**config.mk**
```make
export PLATFORM = sky130hd
export DESIGN_NAME = mux_nto1_frame
export DESIGN_NICKNAME = d
export VERILOG_FILES = /design/src/rtl/mux_pkg.sv /design/src/rtl/mux_next_ch.sv /design/src/rtl/mux_nto1_frame.sv
export SDC_FILE = /design/constraint.sdc
export NUM_CORES = 1
export LEC_CHECK = 0
export ABC_AREA = 0
export CORE_MARGIN = 2
export CORE_UTILIZATION = 51
export CTS_BUF_LIST = sky130_fd_sc_hd__clkbuf_16
export CTS_CLUSTER_SIZE = 24
export DETAILED_ROUTE_END_ITERATION = 12
export DONT_BUFFER_PORTS = 1
export PLACE_DENSITY = 0.63
export REMOVE_ABC_BUFFERS = 1
export SLEW_MARGIN = 40
export SYNTH_ARGS = -nofsm -noshare
export SYNTH_HDL_FRONTEND = slang
export SYNTH_SLANG_ARGS = --single-unit
```
**constraint.sdc**
```tcl
create_clock -name clk -period 2.2 [get_ports clk]
set_input_delay 0.22 -clock clk [delete_from_list [all_inputs] [get_ports clk]]
set_output_delay 0.22 -clock clk [all_outputs]
set_load 0.02 [all_outputs]
```
**src/rtl/mux_pkg.sv**
```systemverilog
// Shared types for the framed N-to-1 multiplexer: FSM state encoding and
// the meaning of the `mode` input.
package mux_pkg;

  // Frame sequencer states.
  typedef enum logic [1:0] {
    IDLE   = 2'd0,
    MANUAL = 2'd1,
    SCAN   = 2'd2
  } state_t;

  // Values of the `mode` input, sampled together with `start`.
  localparam logic MODE_MANUAL = 1'b0;
  localparam logic MODE_SCAN   = 1'b1;

endpackage : mux_pkg

```
**src/rtl/mux_next_ch.sv**
```systemverilog
// Find-next-set-bit helper: returns the lowest channel index i with
// mask[i]=1 and i >= from. `none` flags that no such channel exists.
// `from` is one bit wider than a channel index so that "past the top
// channel" (from == N_CH) can be expressed.
module mux_next_ch #(
  parameter int N_CH  = 8,
  parameter int SEL_W = $clog2(N_CH)
) (
  input  logic [N_CH-1:0]  mask,
  input  logic [SEL_W:0]   from,
  output logic [SEL_W-1:0] next_ch,
  output logic             none
);

  // Priority search, scanning downwards so the lowest qualifying index wins.
  always_comb begin
    next_ch = '0;
    none    = 1'b1;
    for (int i = N_CH - 1; i >= 0; i--) begin
      if (mask[i] && (i >= int'(from))) begin
        next_ch = SEL_W'(i);
        none    = 1'b0;
      end
    end
  end

endmodule : mux_next_ch

```
**src/rtl/mux_nto1_frame.sv**
```systemverilog
// Registered N-to-1 multiplexer with a valid/ready output stream.
// A `start` pulse in IDLE sends either one selected channel (manual mode)
// or all channels in ascending order as one framed burst (scan mode).
// Each beat carries its channel index, a last-beat flag and, for a bad
// manual select, an error flag with zeroed data.
//
// Optional feature: define MUX_CH_MASK_EN to add the `ch_mask` input; scan
// frames then visit only the enabled channels, and a scan start with an
// empty mask is ignored.
module mux_nto1_frame
  import mux_pkg::*;
#(
  parameter int N_CH  = 8,
  parameter int WIDTH = 8,
  parameter int SEL_W = $clog2(N_CH)
) (
  input  logic                  clk,
  input  logic                  rst,
  input  logic [N_CH*WIDTH-1:0] in_data,
  input  logic                  mode,
  input  logic [SEL_W-1:0]      sel,
  input  logic                  start,
  input  logic                  stop,
`ifdef MUX_CH_MASK_EN
  input  logic [N_CH-1:0]       ch_mask,
`endif
  output logic [WIDTH-1:0]      out_data,
  output logic [SEL_W-1:0]      out_ch,
  output logic                  out_valid,
  input  logic                  out_ready,
  output logic                  out_last,
  output logic                  out_err,
  output logic                  busy
);

  state_t state, state_nxt;

  // Unpacked view of the flat input bus, one entry per channel.
  logic [WIDTH-1:0] ch_data [N_CH];

  for (genvar g = 0; g < N_CH; g++) begin : g_split
    assign ch_data[g] = in_data[g*WIDTH +: WIDTH];
  end

  logic accept;
  assign accept = out_valid && out_ready;

  // A manual select beyond the last channel still produces a beat, flagged.
  logic sel_bad;
  assign sel_bad = ({1'b0, sel} >= (SEL_W + 1)'(N_CH));

  // ---------------------------------------------------------------------
  // Scan sequencing. out_ch doubles as the scan channel counter: the next
  // channel is derived from the beat currently on the output. In IDLE the
  // search starts at channel 0 to find the first beat of a new frame.
  // scan_ch   : channel to load next
  // scan_last : that channel is the final one of the frame
  // scan_ok   : a scan frame has at least one channel to send
  // ---------------------------------------------------------------------
  logic [SEL_W-1:0] scan_ch;
  logic             scan_last;
  logic             scan_ok;

`ifdef MUX_CH_MASK_EN
  logic [N_CH-1:0]  mask_q;
  logic [N_CH-1:0]  scan_mask;
  logic [SEL_W:0]   scan_from;
  logic [SEL_W:0]   last_from;
  logic             scan_none;
  logic [SEL_W-1:0] unused_after_ch;

  // The live mask input is only consulted at frame start; mid-frame the
  // copy captured with `start` is used so mask changes cannot skew a frame.
  assign scan_mask = (state == IDLE) ? ch_mask : mask_q;
  assign scan_from = (state == IDLE) ? '0 : ({1'b0, out_ch} + 1'b1);
  assign last_from = {1'b0, scan_ch} + 1'b1;

  mux_next_ch #(
    .N_CH  (N_CH),
    .SEL_W (SEL_W)
  ) u_next (
    .mask    (scan_mask),
    .from    (scan_from),
    .next_ch (scan_ch),
    .none    (scan_none)
  );

  // Second search from just above the chosen channel: if nothing is left,
  // the chosen channel is the highest enabled one and closes the frame.
  mux_next_ch #(
    .N_CH  (N_CH),
    .SEL_W (SEL_W)
  ) u_last (
    .mask    (scan_mask),
    .from    (last_from),
    .next_ch (unused_after_ch),
    .none    (scan_last)
  );

  assign scan_ok = !scan_none;

  // Capture the channel mask with an honoured start.
  always_ff @(posedge clk) begin
    // NOTE: sequential state is always updated with non-blocking (<=)
    // assignments so every register samples pre-edge values.
    if (rst) begin
      mask_q <= '0;
    end else if ((state == IDLE) && start) begin
      mask_q <= ch_mask;
    end
  end
`else
  // Every channel is scanned: plain increment, wrap never used because the
  // frame ends on the last channel.
  assign scan_ch   = (state == IDLE) ? '0 : (out_ch + 1'b1);
  assign scan_last = (scan_ch == SEL_W'(N_CH - 1));
  assign scan_ok   = 1'b1;
`endif

  // ---------------------------------------------------------------------
  // Next-state and output-register load decode.
  // ---------------------------------------------------------------------
  logic             load;
  logic             valid_nxt;
  logic [WIDTH-1:0] load_data;
  logic [SEL_W-1:0] load_ch;
  logic             load_last;
  logic             load_err;

  // Decide the next state and whether (and with what) the beat register loads.
  always_comb begin
    // NOTE: every signal gets a default before the case so no path leaves
    // it unassigned, which would otherwise infer a latch.
    state_nxt = state;
    valid_nxt = out_valid;
    load      = 1'b0;
    load_data = '0;
    load_ch   = '0;
    load_last = 1'b0;
    load_err  = 1'b0;

    unique case (state)
      IDLE: begin
        if (start) begin
          if (mode == MODE_MANUAL) begin
            state_nxt = MANUAL;
            valid_nxt = 1'b1;
            load      = 1'b1;
            load_ch   = sel;
            load_err  = sel_bad;
            load_data = sel_bad ? '0 : ch_data[sel];
            load_last = 1'b1;
          end else if (scan_ok) begin
            state_nxt = SCAN;
            valid_nxt = 1'b1;
            load      = 1'b1;
            load_ch   = scan_ch;
            load_data = ch_data[scan_ch];
            load_last = scan_last;
          end
        end
      end

      MANUAL: begin
        // The single beat leaves; `stop` has no meaning here.
        if (accept) begin
          state_nxt = IDLE;
          valid_nxt = 1'b0;
        end
      end

      SCAN: begin
        // An abort wins over advancing; a beat accepted on the same edge is
        // still considered delivered by the consumer.
        if (stop || (accept && out_last)) begin
          state_nxt = IDLE;
          valid_nxt = 1'b0;
        end else if (accept) begin
          valid_nxt = 1'b1;
          load      = 1'b1;
          load_ch   = scan_ch;
          load_data = ch_data[scan_ch];
          load_last = scan_last;
        end
      end

      default: begin
        state_nxt = IDLE;
        valid_nxt = 1'b0;
      end
    endcase
  end

  // State register and output beat register; the beat holds while stalled.
  always_ff @(posedge clk) begin
    if (rst) begin
      state     <= IDLE;
      out_valid <= 1'b0;
      out_data  <= '0;
      out_ch    <= '0;
      out_last  <= 1'b0;
      out_err   <= 1'b0;
    end else begin
      state     <= state_nxt;
      out_valid <= valid_nxt;
      if (load) begin
        out_data <= load_data;
        out_ch   <= load_ch;
        out_last <= load_last;
        out_err  <= load_err;
      end
    end
  end

  // Busy straight from the state register, so it is glitch-free and has no
  // dependence on out_ready.
  assign busy = (state != IDLE);

endmodule : mux_nto1_frame

```
-- Word level (Yosys, flattened, before mapping)
Cells that the tools add are included.
- add/sub/neg operators: 1
- $mul: 0
- divide/modulo/power cells: 0
- order comparisons: 2
- equal/unequal tests: 7
- shifts and indexed selects: 0
- mux-type cells: 36
- bitwise gates (word level): 2
- reduce and logical (&&, ||, !) cells: 7
- operator list (cell ; count):
    $mux W8 ; 8
    $bmux W8 S3 ; 2
    $pmux W8 S2 ; 1
    $mux W3 ; 5
    $mux W1 ; 11
    $ge A4 B4 Y1 const B ; 2
    $mux W2 ; 4
    $not A3 Y4 ; 2
    $ne A2 B2 Y1 const B ; 3
    $pmux W2 S3 ; 1
    $pmux W3 S2 ; 1
    $reduce_and A3 Y1 ; 2
    $pmux W1 S2 ; 2
    $add A3 B1 Y3 const B ; 1
    $eq A3 B3 Y1 const B ; 1
    $ne A3 B3 Y1 const B ; 1
    $pmux W1 S3 ; 1
    $eq A2 B1 Y1 const B ; 1
    $eq A2 B2 Y1 const B ; 1
    $logic_and A1 B1 Y1 ; 2
    $logic_not A2 Y1 ; 1
    $reduce_bool A2 Y1 ; 1
    $logic_or A1 B1 Y1 ; 1
- flip-flop bits (word level): 15
- bits in latches: 0
- RAM bits: 0
- memory bits (read-only): 0
- output and inout port bits: 15
- logic and storage cells: 60
- memories kept: 0

-- Longest topological paths before layout
Gate-level depths: netlist of the first run.
- depth in word-level cells: 9
- depth in mapped cells: 9
- depth with buffers taken out: 6

-- Worst setup path before layout of the first run
No wires, ideal clock.
- kind: reg2reg
- start point: register out_ch[0]
- end point: register out_data[1]
- library setup time: 132 ps
- arrival: 1742 ps
- data required time: 2068 ps
- slack: 326 ps
- cell stages (with the launch flop): 9
- period minus slack after synthesis: 1874 ps
- cells stage by stage: dfxtp_1 > ha_1 > xor2_1 > and2_1 > buf_2 > buf_6 > o21ai_0 > a311oi_1 > nor3_1
- cells in the longest elaborated chain, start to end: 9
- ends and longest elaborated chain (element ; RTL line ; RTL):
    from (decl) ; mux_nto1_frame.sv:28 ; output logic [SEL_W-1:0] out_ch,
    from (signal assigned) ; mux_nto1_frame.sv:208 ; out_ch <= load_ch;
    $add A3 B1 Y3 (*) ; mux_nto1_frame.sv:115 ; assign scan_ch = (state == IDLE) ? '0 : (out_ch + 1'b1);
    $mux W3 (*) ; mux_nto1_frame.sv:115 ;
    $not A3 Y4 (implied by the code) (*) ; mux_nto1_frame.sv:158, mux_nto1_frame.sv:182 ;
    $bmux W8 S3 (*) ; mux_nto1_frame.sv:158, mux_nto1_frame.sv:182 ;
    $mux W8 (implied by the code) (*) (2 in a row) ; mux_nto1_frame.sv:158, mux_nto1_frame.sv:182 ;
    $mux W8, on equally long branches ; mux_nto1_frame.sv:178, mux_nto1_frame.sv:145 ;
    $mux W8, on equally long branches ; mux_nto1_frame.sv:175, mux_nto1_frame.sv:144 ;
    $pmux W8 S2 (*) ; mux_nto1_frame.sv:142 ; unique case (state)
    to (signal assigned) ; mux_nto1_frame.sv:207 ; out_data <= load_data;
    to (decl) ; mux_nto1_frame.sv:27 ; output logic [WIDTH-1:0] out_data,
Mark *: on every way between the ends. The rest lies on a longest branch, timed or not. The select of a mux whose other input is x is not followed.
A chain may end at the register's enable or synchronous reset.

-- Worst setup path after layout of the first run
- start point: register out_ch[2]
- end point: register out_data[1]
The elaborated chain is that of the path after synthesis.

==> impl_metrics.csv, run 1 <==
group,metric,value,unit
critical_path,reg2reg_to,"out_data[1]$_SDFFE_PP0P_",
placement,place_area,1910,sq um
clock_network,root_buffer,"clkbuf_16",
clock_network,clock-sinks,15,
critical_path,r2r_setup_slack,0.22,ns
yosys,ys_ff_latch,15,
yosys,synthXorXnorAreaFrac,0.466,%
timing,fin_crit_sh,90.0,%
critical_path,cp_slowest_stage_delay,0.52,ns
critical_path,cp_cell_sequence,"xor2_1 > and2_1 > o21ai_0 > a311oi_1 > nor3_1",
cells_and_area,multi_input_area,1460,sq um
placement,hpwlAfterDp,4.45,mm
detailed_routing,vias,2042,
clock_network,cts_buffer_depth,2,
detailed_routing,drtPass1Iterations,5,
placement,place_congestion,0.885,
detailed_routing,wl_met3,765,um
detailed_routing,dr_wl_met2,2.87,mm
timing,min_period,1.98,ns
yosys,syn_area,1880,sq um
power_and_ir_drop,power_frac_seq,32.8,%
grt,grt_pass1_vias,2020,
clock_network,numCtsBuffers,3,
yosys,synthAdderAreaFrac,0.665,%
yosys,syn_inst,241,
yosys,async_flop_share,0,%
detailed_routing,met1_length,2.33,mm
power_and_ir_drop,clkPwrFrac,35.0,%
cells_and_area,layout.nets,311,
critical_path,cp-end-kind,"flip-flop",
timing,grt_setup_unrepaired,"no",
detailed_routing,viasPerCell,7.19,
clock_network,clk_pin_slew,0.05,ns
yosys,synth_top_family_by_area,"compound AO/OA/AOI/OAI gates",
run,maxCapViolCount,0,
power_and_ir_drop,p_leak,0.717,nW
yosys,ys_seq_area_share,16.0,%
detailed_routing,drt_iter0_drc,248,
critical_path,cp.required,2.33,ns
detailed_routing,wl,6.09,mm
cells_and_area,layout_common_cells,"mux2i_1 (24), nand2_1 (19), mux2_2 (17), nor3_1 (17), dfxtp_1 (15)",
detailed_routing,drc,0,
clock_network,postCtsSetupRepairBufs,0,
hold_path,hold_depth,1,
grt,track_usage,29.3,%
critical_path,rr_worst_depth,5,
cells_and_area,area_growth_syn_to_layout,5.79,%
yosys,ys_types,43,
grt,grt_max_degree,35,
detailed_routing,ant_nets,0,
die,die_w,64.7,um
critical_path,crit_buf_inv,0,
cells_and_area,layout_commonest_cell,"mux2i_1",
die,core.rowCount,22,
placement,port_buffers,0,
clock_network,cts_resized,0,
die,start_util,52.2,%
yosys,yosys.area_share.simple,22.8,%
timing,max_clock_freq,0.505,GHz
timing,worst_pin_slew,0.770,ns
yosys,yosys-mux-area-fraction,23.0,%
power_and_ir_drop,power_density,525,nW/um^2
clock_network,tritoncts,"built",
timing,maxSlewViolCount,0,
yosys,synth-edff-count,0,
power_and_ir_drop,p_int,0.000689,W
die,dieHeight,64.7,um
critical_path,critPathTopFamily,"simple AND/OR/NAND/NOR gates",
detailed_routing,highest_layer,"met4",
grt,grt-ovfl-total,0,
die,dieArea,4190,sq um
critical_path,crit_slowest_cell,"and2_1",
yosys,syn_avg_cell_area,7.80,sq um
power_and_ir_drop,combPwrFrac,32.1,%
outcome,run_status,"finished clean",
clock_network,cts_max_level,1,
clock_network,cts_hold_buf,0,
power_and_ir_drop,ir_drop,0.267,mV
yosys,synthTopCellsByArea,"dfxtp_1 (16%), mux2i_1 (13%), mux2_2 (10%)",
die,io_pins,88,
critical_path,rr_startpoint,"out_ch[2]$_SDFFE_PP0P_",
cells_and_area,regArea,300,sq um
timing,skew,0.00467,ns
placement,dp.cells,280,
yosys,yosys_warnings,0,
yosys,yosysTopAreaCell,"dfxtp_1",
critical_path,startpoint_type,"flip-flop",
critical_path,criticalPathCategory,"flip-flop to flip-flop",
cells_and_area,fillers,366,
power_and_ir_drop,p_sw_share,34.0,%
hold_path,hold_class,"input pin to flip-flop",
grt,antenna_found_initial,0,
cells_and_area,antennaDiodeCount,0,
power_and_ir_drop,power_switching,0.000355,W
yosys,synth_compound_area_share,30.4,%
grt,grt_pass1_wl,9.56,mm
cells_and_area,instances_no_fill,284,
cells_and_area,final_core_util,55.2,%
hold_path,whs_endpoint,"out_ch[2]$_SDFFE_PP0P_",
cells_and_area,drive_gt1_share,17.4,%
detailed_routing,wl_per_cell,21.5,um
critical_path,arrival,2.11,ns
timing,setup_viol,0,
cells_and_area,design_area,1990,sq um
timing,hold_violations,0,
hold_path,worst_hold_startpoint,"rst",
yosys,synth_ff_type,"dfxtp_1",
critical_path,critPathMaxFanout,15,
timing,relSlewSlack,48.5,%
yosys,netlist.area_leader.share,16.0,%
die,core-area,3610,sq um
clock_network,clock_latency,0.25,ns
cell type report:
type                       count  share of cell area, %
sequential                    15                   15.1
clock inverter                 1                  0.189
inverter                       1                  0.189
multi-input combinational    204                   73.2
clock buffer                   3                   3.77
tap                           48                   3.02
timing repair buffer          12                   4.53
per-layer routing:
layer	vias to the layer above	GRT usage, %
li1	933	-
met1	954	36.1
met2	139	47.7
met3	16	7.12
met4	0	14.1
met5	-	0
state kept, by name, indices dropped and copies added (netlist names):
register / count
out_last: 1
out_valid: 1
state: 2
out_ch: 3
out_data: 8
worst max-delay path by stage:
stage	cells after the start	slack, ns	start	endpoint
final	5	0.22	out_ch[2]$_SDFFE_PP0P_	out_data[1]$_SDFFE_PP0P_
after global routing	7	0.09	out_ch[0]$_SDFFE_PP0P_	out_data[0]$_SDFFE_PP0P_
after floorplan	6	-0.70	out_ch[0]$_SDFFE_PP0P_	out_data[1]$_SDFFE_PP0P_
after detailed placement	5	0.24	out_ch[2]$_SDFFE_PP0P_	out_data[4]$_SDFFE_PP0P_
after global placement	7	0.30	out_ch[0]$_SDFFE_PP0P_	out_data[4]$_SDFFE_PP0P_
after CTS	5	0.24	out_ch[2]$_SDFFE_PP0P_	out_data[4]$_SDFFE_PP0P_
Yosys cell counts, types with 2 or more instances:
cell / count
nor3_1: 17
o21ba_2: 2
a222oi_1: 2
buf_6: 3
a31oi_1: 12
a22oi_1: 6
nand3b_1: 7
a32oi_1: 2
o32ai_1: 3
clkbuf_1: 8
nand3_1: 2
o21ai_1: 3
a211oi_1: 2
mux2i_1: 24
a311oi_1: 8
nand2b_1: 3
mux2_2: 17
dfxtp_1: 15
buf_2: 6
buf_4: 3
o211ai_1: 6
a21oi_1: 10
o21ai_0: 4
nor2b_1: 8
nand2_1: 19
nor2_1: 14
nand4_1: 5
nor2_4: 2
a22o_1: 7
o22ai_1: 8
power by group through the flow:
stage / sequential (W) / clock, W / combinational (W)
2_1_floorplan: 0.000352 / 0 / 0.000235
3_3_place_gp: 0.000348 / 0 / 0.000325
3_5_place_dp: 0.000349 / 0 / 0.000329
4_1_cts: 0.000343 / 0.000360 / 0.000331
5_1_grt: 0.000346 / 0.000372 / 0.000366
6_report: 0.000343 / 0.000366 / 0.000336
per-stage QoR:
| stage | setup slack, ns | power (W) | setup TNS, ns | hold WS (ns) |
|---|---|---|---|---|
| 3_3_place_gp | 0.301 | 0.000673 | 0 | 0.291 |
| 4_1_cts | 0.239 | 0.00103 | 0 | 0.0333 |
| 2_1_floorplan | -0.696 | 0.000587 | -6.27 | 0.289 |
| 5_1_grt | 0.0859 | 0.00108 | 0 | 0.0280 |
| 3_5_place_dp | 0.243 | 0.000678 | 0 | 0.293 |
| 6_report | 0.220 | 0.00104 | 0 | 0.0313 |
worst register-to-register path: stages (launching register included):
cell	delay [ns]
dfxtp_1	0.49
xor2_1	0.23
and2_1	0.52
o21ai_0	0.19
a311oi_1	0.34
nor3_1	0.09
cell families (layout without fill, tap and decap cells):
group           after synthesis  after routing
other cells                   1              1
flops                        15             15
mux                          41             41
simple gates                 81             81
fa+ha+maj                     1              1
compound gates               79             79
buf+inv                      22             17
xor+xnor                      1              1
Note: power is estimated with default switching activity, not from simulation.
==> run 2: changes to the inputs <==
Settings changed: ABC_AREA 0 to 1.
==> run 2 against run 1 <==
Synthesized cell count up 55%. Die area up 3.7%. Routed wire length down 1.5%. Critical path type unchanged. Largest cell class unchanged. Largest power group is now combinational cells. Highest routed layer unchanged.
==> impl_metrics.csv, run 2 <==
group,metric,value,unit
outcome,run_status,"finished clean",
clock_network,clock-sinks,15,
yosys,synth-edff-count,0,
timing,skew,0.00127,ns
timing,grt_setup_unrepaired,"no",
cells_and_area,drive_gt1_share,6.63,%
die,core-area,3660,sq um
yosys,ys_types,26,
yosys,synth_commonest_cells,"nand2_1 (168), nand3_1 (85), a21oi_1 (24)",
timing,tns,0,ns
detailed_routing,wl,6.00,mm
placement,dpl_worst_slack,0.303,ns
cells_and_area,largest-register,"out_data",
power_and_ir_drop,p_leak,0.992,nW
clock_network,cts_max_level,1,
power_and_ir_drop,ir_drop,0.370,mV
critical_path,cp_slowest_stage_delay,0.46,ns
power_and_ir_drop,power_density,519,nW/um^2
yosys,syn_area,1950,sq um
yosys,async_flop_share,0,%
placement,dp.cells,406,
grt,grt_pass1_wl,9.46,mm
clock_network,cts_resized,0,
detailed_routing,viasPerCell,5.66,
detailed_routing,drt_iter0_drc,149,
power_and_ir_drop,p_int,0.000668,W
yosys,yosys_warnings,0,
power_and_ir_drop,p_sw_share,36.4,%
critical_path,cp_cell_sequence,"inv_2 > nand2_4 > nand2_4 > inv_1 > nand3_1 > nand3_1 > nand2_1 > nand2_1 > a21oi_2",
critical_path,arrival,2.05,ns
yosys,synthTopCellsByArea,"nand2_1 (32%), nand3_1 (22%), dfxtp_1 (15%)",
critical_path,criticalPathCategory,"flip-flop to flip-flop",
critical_path,startpoint_type,"flip-flop",
critical_path,crit_slowest_cell,"dfxtp_1",
timing,maxSlewViolCount,0,
yosys,netlist.area_leader.share,32.3,%
yosys,synth_most_common_cell,"nand2_1",
timing,relSlewSlack,51.8,%
yosys,ys_ff_latch,15,
detailed_routing,wl_per_cell,14.6,um
yosys,syn_inst,373,
timing,fin_crit_sh,87.1,%
die,dieArea,4340,sq um
clock_network,clock_latency,0.24,ns
detailed_routing,ant_nets,0,
power_and_ir_drop,combPwrFrac,34.3,%
clock_network,numCtsBuffers,3,
critical_path,critPathMaxFanout,20,
run,maxCapViolCount,0,
die,dieHeight,65.9,um
power_and_ir_drop,power_frac_seq,32.5,%
yosys,syn_avg_cell_area,5.24,sq um
detailed_routing,vias,2322,
timing,setup_viol,0,
cells_and_area,top_regs,"out_data (8), out_ch (3), state (2)",
grt,antenna_found_initial,0,
placement,port_buffers,0,
cells_and_area,fillers,402,
die,io_pins,88,
timing,min_period,1.92,ns
timing,timing.final.ws_setup,0.283,ns
timing,max_clock_freq,0.522,GHz
die,start_util,53.4,%
die,die_w,65.9,um
hold_path,hold_class,"input pin to flip-flop",
critical_path,cp.required,2.33,ns
power_and_ir_drop,power_switching,0.000382,W
cells_and_area,antennaDiodeCount,0,
cells_and_area,layout_common_cells,"nand2_1 (168), nand3_1 (85), a21oi_1 (24), dfxtp_1 (15)",
die,core.rowCount,22,
power_and_ir_drop,clkPwrFrac,33.3,%
detailed_routing,drtPass1Iterations,5,
timing,worst_pin_slew,0.721,ns
critical_path,cp-end-kind,"flip-flop",
detailed_routing,drc,0,
cells_and_area,area_growth_syn_to_layout,3.59,%
cells_and_area,instances_no_fill,410,
timing,hold_violations,0,
cells_and_area,layout.nets,437,
clock_network,cts_hold_buf,0,
cells_and_area,largest_reg_flops,8,
yosys,yosysTopAreaCell,"nand2_1",
clock_network,cts_buffer_depth,2,
placement,hpwlAfterDp,4.20,mm
clock_network,postCtsSetupRepairBufs,0,
clock_network,clk_pin_slew,0.05,ns
grt,grt_pass1_vias,2120,
grt,grt-ovfl-total,0,
grt,grt_max_degree,35,
timing,holdWs,0.0408,ns
cells_and_area,layout_commonest_cell,"nand2_1",
placement,place_congestion,0.799,
clock_network,root_buffer,"clkbuf_16",
yosys,synth_ff_type,"dfxtp_1",
grt,track_usage,27.8,%
clock_network,tritoncts,"built",
yosys,ys_seq_area_share,15.4,%
==> run 2: cell types whose count changed in the layout (fill, tap and decap cells not counted), sizes merged, moves of 7 or more <==
cell | before | now
a21oi | 11 | 27
a22o | 7 | 0
a311oi | 8 | 0
a31oi | 12 | 2
inv | 2 | 16
mux2 | 17 | 0
mux2i | 24 | 0
nand2 | 19 | 172
nand3 | 2 | 85
nor2b | 8 | 0
nor3 | 17 | 2
o22ai | 8 | 0
==> run 2: logic make-up (layout without fill, tap and decap cells) <==
logic type               after synthesis  after routing  share of synthesized area (%)
buffers and inverters                 38             27                           10.1
AO/OA/AOI/OAI                         39             39                           11.0
adder cells (fa/ha/maj)                1              1                          0.640
other                                  1              1                          0.192
AND/OR/NAND/NOR                      279            279                           62.7
flip-flops                            15             15                           15.4
==> run 2: path summary, 6_finish.rpt <==
path                               start                  endpoint  slack [ns]  cells past startpoint
setup / recovery   state[1]$_SDFFE_PP0P_  out_data[3]$_SDFFE_PP0P_        0.28                      9
hold / removal                       rst     state[0]$_SDFFE_PP0P_        0.04                      1
setup reg to reg   state[1]$_SDFFE_PP0P_  out_data[3]$_SDFFE_PP0P_        0.28                      9
hold reg to reg   out_valid$_SDFFE_PP0P_    out_valid$_SDFFE_PP0P_        0.57                      2
==> run 2: critical path: cells and delay by family, from the launching register on <==
kind                   cells  cell delay [ns]
and+or+nand+nor            6             0.72
buffers and inverters      2             0.55
DFF                        1             0.46
AOI/OAI and AO/OA          1             0.06
==> run 2: routing by layer <==
| layer | global-route usage [%] | up-vias | routed length, um |
|---|---|---|---|
| li1 | - | 1197 | - |
| met1 | 35.9 | 1024 | 2620 |
| met2 | 47.3 | 97 | 2770 |
| met3 | 5.28 | 4 | 552 |
| met4 | 6.77 | 0 | 55 |
| met5 | 0 | - | 0 |
==> run 2: power groups by stage <==
stage / registers [W] / logic [W] / clock network [W]
6_report: 0.000341 / 0.000360 / 0.000349
4_1_cts: 0.000341 / 0.000359 / 0.000350
5_1_grt: 0.000343 / 0.000409 / 0.000370
2_1_floorplan: 0.000344 / 0.000274 / 0
3_5_place_dp: 0.000346 / 0.000358 / 0
3_3_place_gp: 0.000345 / 0.000352 / 0
==> run 2: cell type report <==
cell class,instances,area [sq um],area share [%]
Inverter,17,63.8,3.15
Sequential cell,15,300,14.8
Tap cell,48,60.1,2.97
Timing Repair Buffer,6,57.6,2.84
Clock inverter,1,3.75,0.185
Clock buffer,3,75.1,3.71
Multi-Input combinational cell,320,1460,72.3
==> run 2: stage by stage <==
| stage | instance area (sq um) | total power, W | util, % |
|---|---|---|---|
| 5_1_grt | 2020 | 0.00112 | 55.3 |
| 4_1_cts | 2020 | 0.00105 | 55.3 |
| 2_1_floorplan | 1820 | 0.000618 | - |
| 3_5_place_dp | 1950 | 0.000704 | 53.1 |
| 3_3_place_gp | 1940 | 0.000697 | 52.9 |
| 6_report | 2020 | 0.00105 | 55.3 |
==> run 3: changes to the inputs <==
Settings changed: PLACE_DENSITY 0.63 to 0.66.
==> run 3 against run 2 <==
Fmax up 3.7%. Critical path type unchanged. Die area unchanged. Largest cell class unchanged. Clock skew about the same. Sequential share of layout area about the same. Setup slack better by 0.068 ns. Worst hold slack worse by 0.0033 ns. Total power up 0.72%. Critical path depth unchanged.
==> impl_metrics.csv, run 3 (synthesis gave the netlist of run 2 again) <==
group,metric,value,unit
grt,use_met2,46.8,%
hold_path,worst_hold_startpoint,"rst",
grt,grt_max_degree,35,
power_and_ir_drop,p_leak,0.988,nW
grt,met1_usage,36.3,%
grt,grt_pass1_vias,2199,
cells_and_area,layout_commonest_cell,"nand2_1",
cells_and_area,layout.nets,436,
critical_path,arrival,1.98,ns
critical_path,criticalPathCategory,"flip-flop to flip-flop",
die,core-area,3660,sq um
die,dieArea,4340,sq um
die,core.rowCount,22,
power_and_ir_drop,power_density,523,nW/um^2
timing,min_period,1.85,ns
timing,tns,0,ns
detailed_routing,wl,5.83,mm
timing,worst_pin_slew,0.578,ns
clock_network,clock_latency,0.24,ns
placement,hpwlAfterDp,4.10,mm
cells_and_area,drive_gt1_share,6.65,%
critical_path,cp-startpoint,"state[1]$_SDFFE_PP0P_",
die,die_w,65.9,um
grt,antenna_found_initial,0,
critical_path,rr_startpoint,"state[1]$_SDFFE_PP0P_",
cells_and_area,final_core_util,55.3,%
critical_path,cp_cell_sequence,"inv_2 > nand2_4 > nand2_4 > inv_1 > nand3_1 > nand3_1 > nand2_1 > nand2_1 > a21oi_1",
detailed_routing,wl_per_cell,14.3,um
detailed_routing,vias,2345,
cells_and_area,fillers,403,
timing,hold_violations,0,
grt,gr-usage-met3,3.75,%
grt,top_usage_layer,"met2",
clock_network,cts_max_level,1,
grt,grt_pass1_wl,9.57,mm
die,start_util,53.4,%
clock_network,clk_pin_slew,0.05,ns
detailed_routing,ant_nets,0,
detailed_routing,drc,0,
critical_path,cp-end-kind,"flip-flop",
cells_and_area,layout_common_cells,"nand2_1 (168), nand3_1 (85), a21oi_1 (24), dfxtp_1 (15), nor2_1 (14)",
cells_and_area,area_growth_syn_to_layout,3.52,%
timing,fin_crit_sh,84.0,%
die,io_pins,88,
clock_network,numCtsBuffers,3,
timing,maxSlewViolCount,0,
clock_network,tritoncts,"built",
cells_and_area,instances_no_fill,409,
hold_path,hold_class,"input pin to flip-flop",
run,maxCapViolCount,0,
grt,track_usage,27.6,%
power_and_ir_drop,ir_drop,0.242,mV
die,dieHeight,65.9,um
clock_network,postCtsSetupRepairBufs,0,
cells_and_area,antennaDiodeCount,0,
timing,relSlewSlack,61.2,%
detailed_routing,viasPerCell,5.73,
grt,grt-ovfl-total,0,
cells_and_area,largest_reg_flops,8,
detailed_routing,drt_iter0_drc,113,
clock_network,cts_buffer_depth,2,
placement,dp.cells,405,
timing,setup_viol,0,
detailed_routing,drtPass1Iterations,4,
placement,port_buffers,0,
critical_path,cp_slowest_stage_delay,0.44,ns
clock_network,cts_hold_buf,0,
outcome,run_status,"finished clean",
critical_path,crit_slowest_cell,"dfxtp_1",
timing,grt_setup_unrepaired,"no",
timing,holdWs,0.0375,ns
clock_network,root_buffer,"clkbuf_16",
critical_path,startpoint_type,"flip-flop",
critical_path,cp.required,2.33,ns
cells_and_area,top_regs,"out_data (8), out_ch (3), state (2)",
clock_network,cts_resized,0,
timing,skew,0.000901,ns
placement,place_congestion,0.866,
critical_path,critPathMaxFanout,20,
clock_network,clock-sinks,15,
cells_and_area,largest-register,"out_data",
timing,max_clock_freq,0.541,GHz
-- run 3: cell types whose count changed in the layout (fill, tap and decap cells not counted), sizes merged --
cell and change:
buf -1, clkinv +1, inv -1
-- run 3: path summary, 6_finish.rpt --
kind                               to  slack [ns]  depth (start not counted)
min             state[0]$_SDFFE_PP0P_        0.04                          1
max reg2reg  out_data[0]$_SDFFE_PP0P_        0.35                          9
max          out_data[0]$_SDFFE_PP0P_        0.35                          9
min reg2reg    out_valid$_SDFFE_PP0P_        0.57                          2
-- run 3: worst max-delay path, delay by kind of cell (launching register included) --
family / cells / cell delay (ns)
AND/OR/NAND/NOR: 6 / 0.69
AO/OA/AOI/OAI: 1 / 0.06
buffers and inverters: 2 / 0.53
flip-flops: 1 / 0.44
-- run 3: routing by layer --
layer / vias up / routed length (um) / share of wire [%]
met5: - / 0 / 0
met4: 0 / 71 / 1.2
met3: 6 / 708 / 12
met2: 119 / 2710 / 46
met1: 1027 / 2340 / 40
li1: 1193 / - / -
-- run 3: final cells by class --
| class | instances | area (sq um) | share of cell area (%) |
|---|---|---|---|
| Clock buffer | 3 | 75.1 | 3.71 |
| Sequential cell | 15 | 300 | 14.8 |
| Tap cell | 48 | 60.1 | 2.97 |
| Inverter | 17 | 63.8 | 3.15 |
| Clock inverter | 1 | 5.00 | 0.247 |
| Timing Repair Buffer | 5 | 62.6 | 3.09 |
| Multi-Input combinational cell | 320 | 1460 | 72.0 |
-- run 3: metrics by stage --
step / power [W] / setup slack, ns / instance area (sq um)
2_1_floorplan: 0.000618 / 0.506 / 1820
3_3_place_gp: 0.000704 / 0.443 / 1940
3_5_place_dp: 0.000708 / 0.385 / 1940
4_1_cts: 0.00106 / 0.380 / 2020
5_1_grt: 0.00113 / 0.140 / 2020
6_report: 0.00106 / 0.351 / 2020
-- run 3: report_power, final --
part / total (W) / internal (W) / switching, W
logic: 0.000365 / 0.000136 / 0.000229
clock network: 0.000352 / 0.000242 / 0.000109
registers: 0.000341 / 0.000296 / 0.0000444
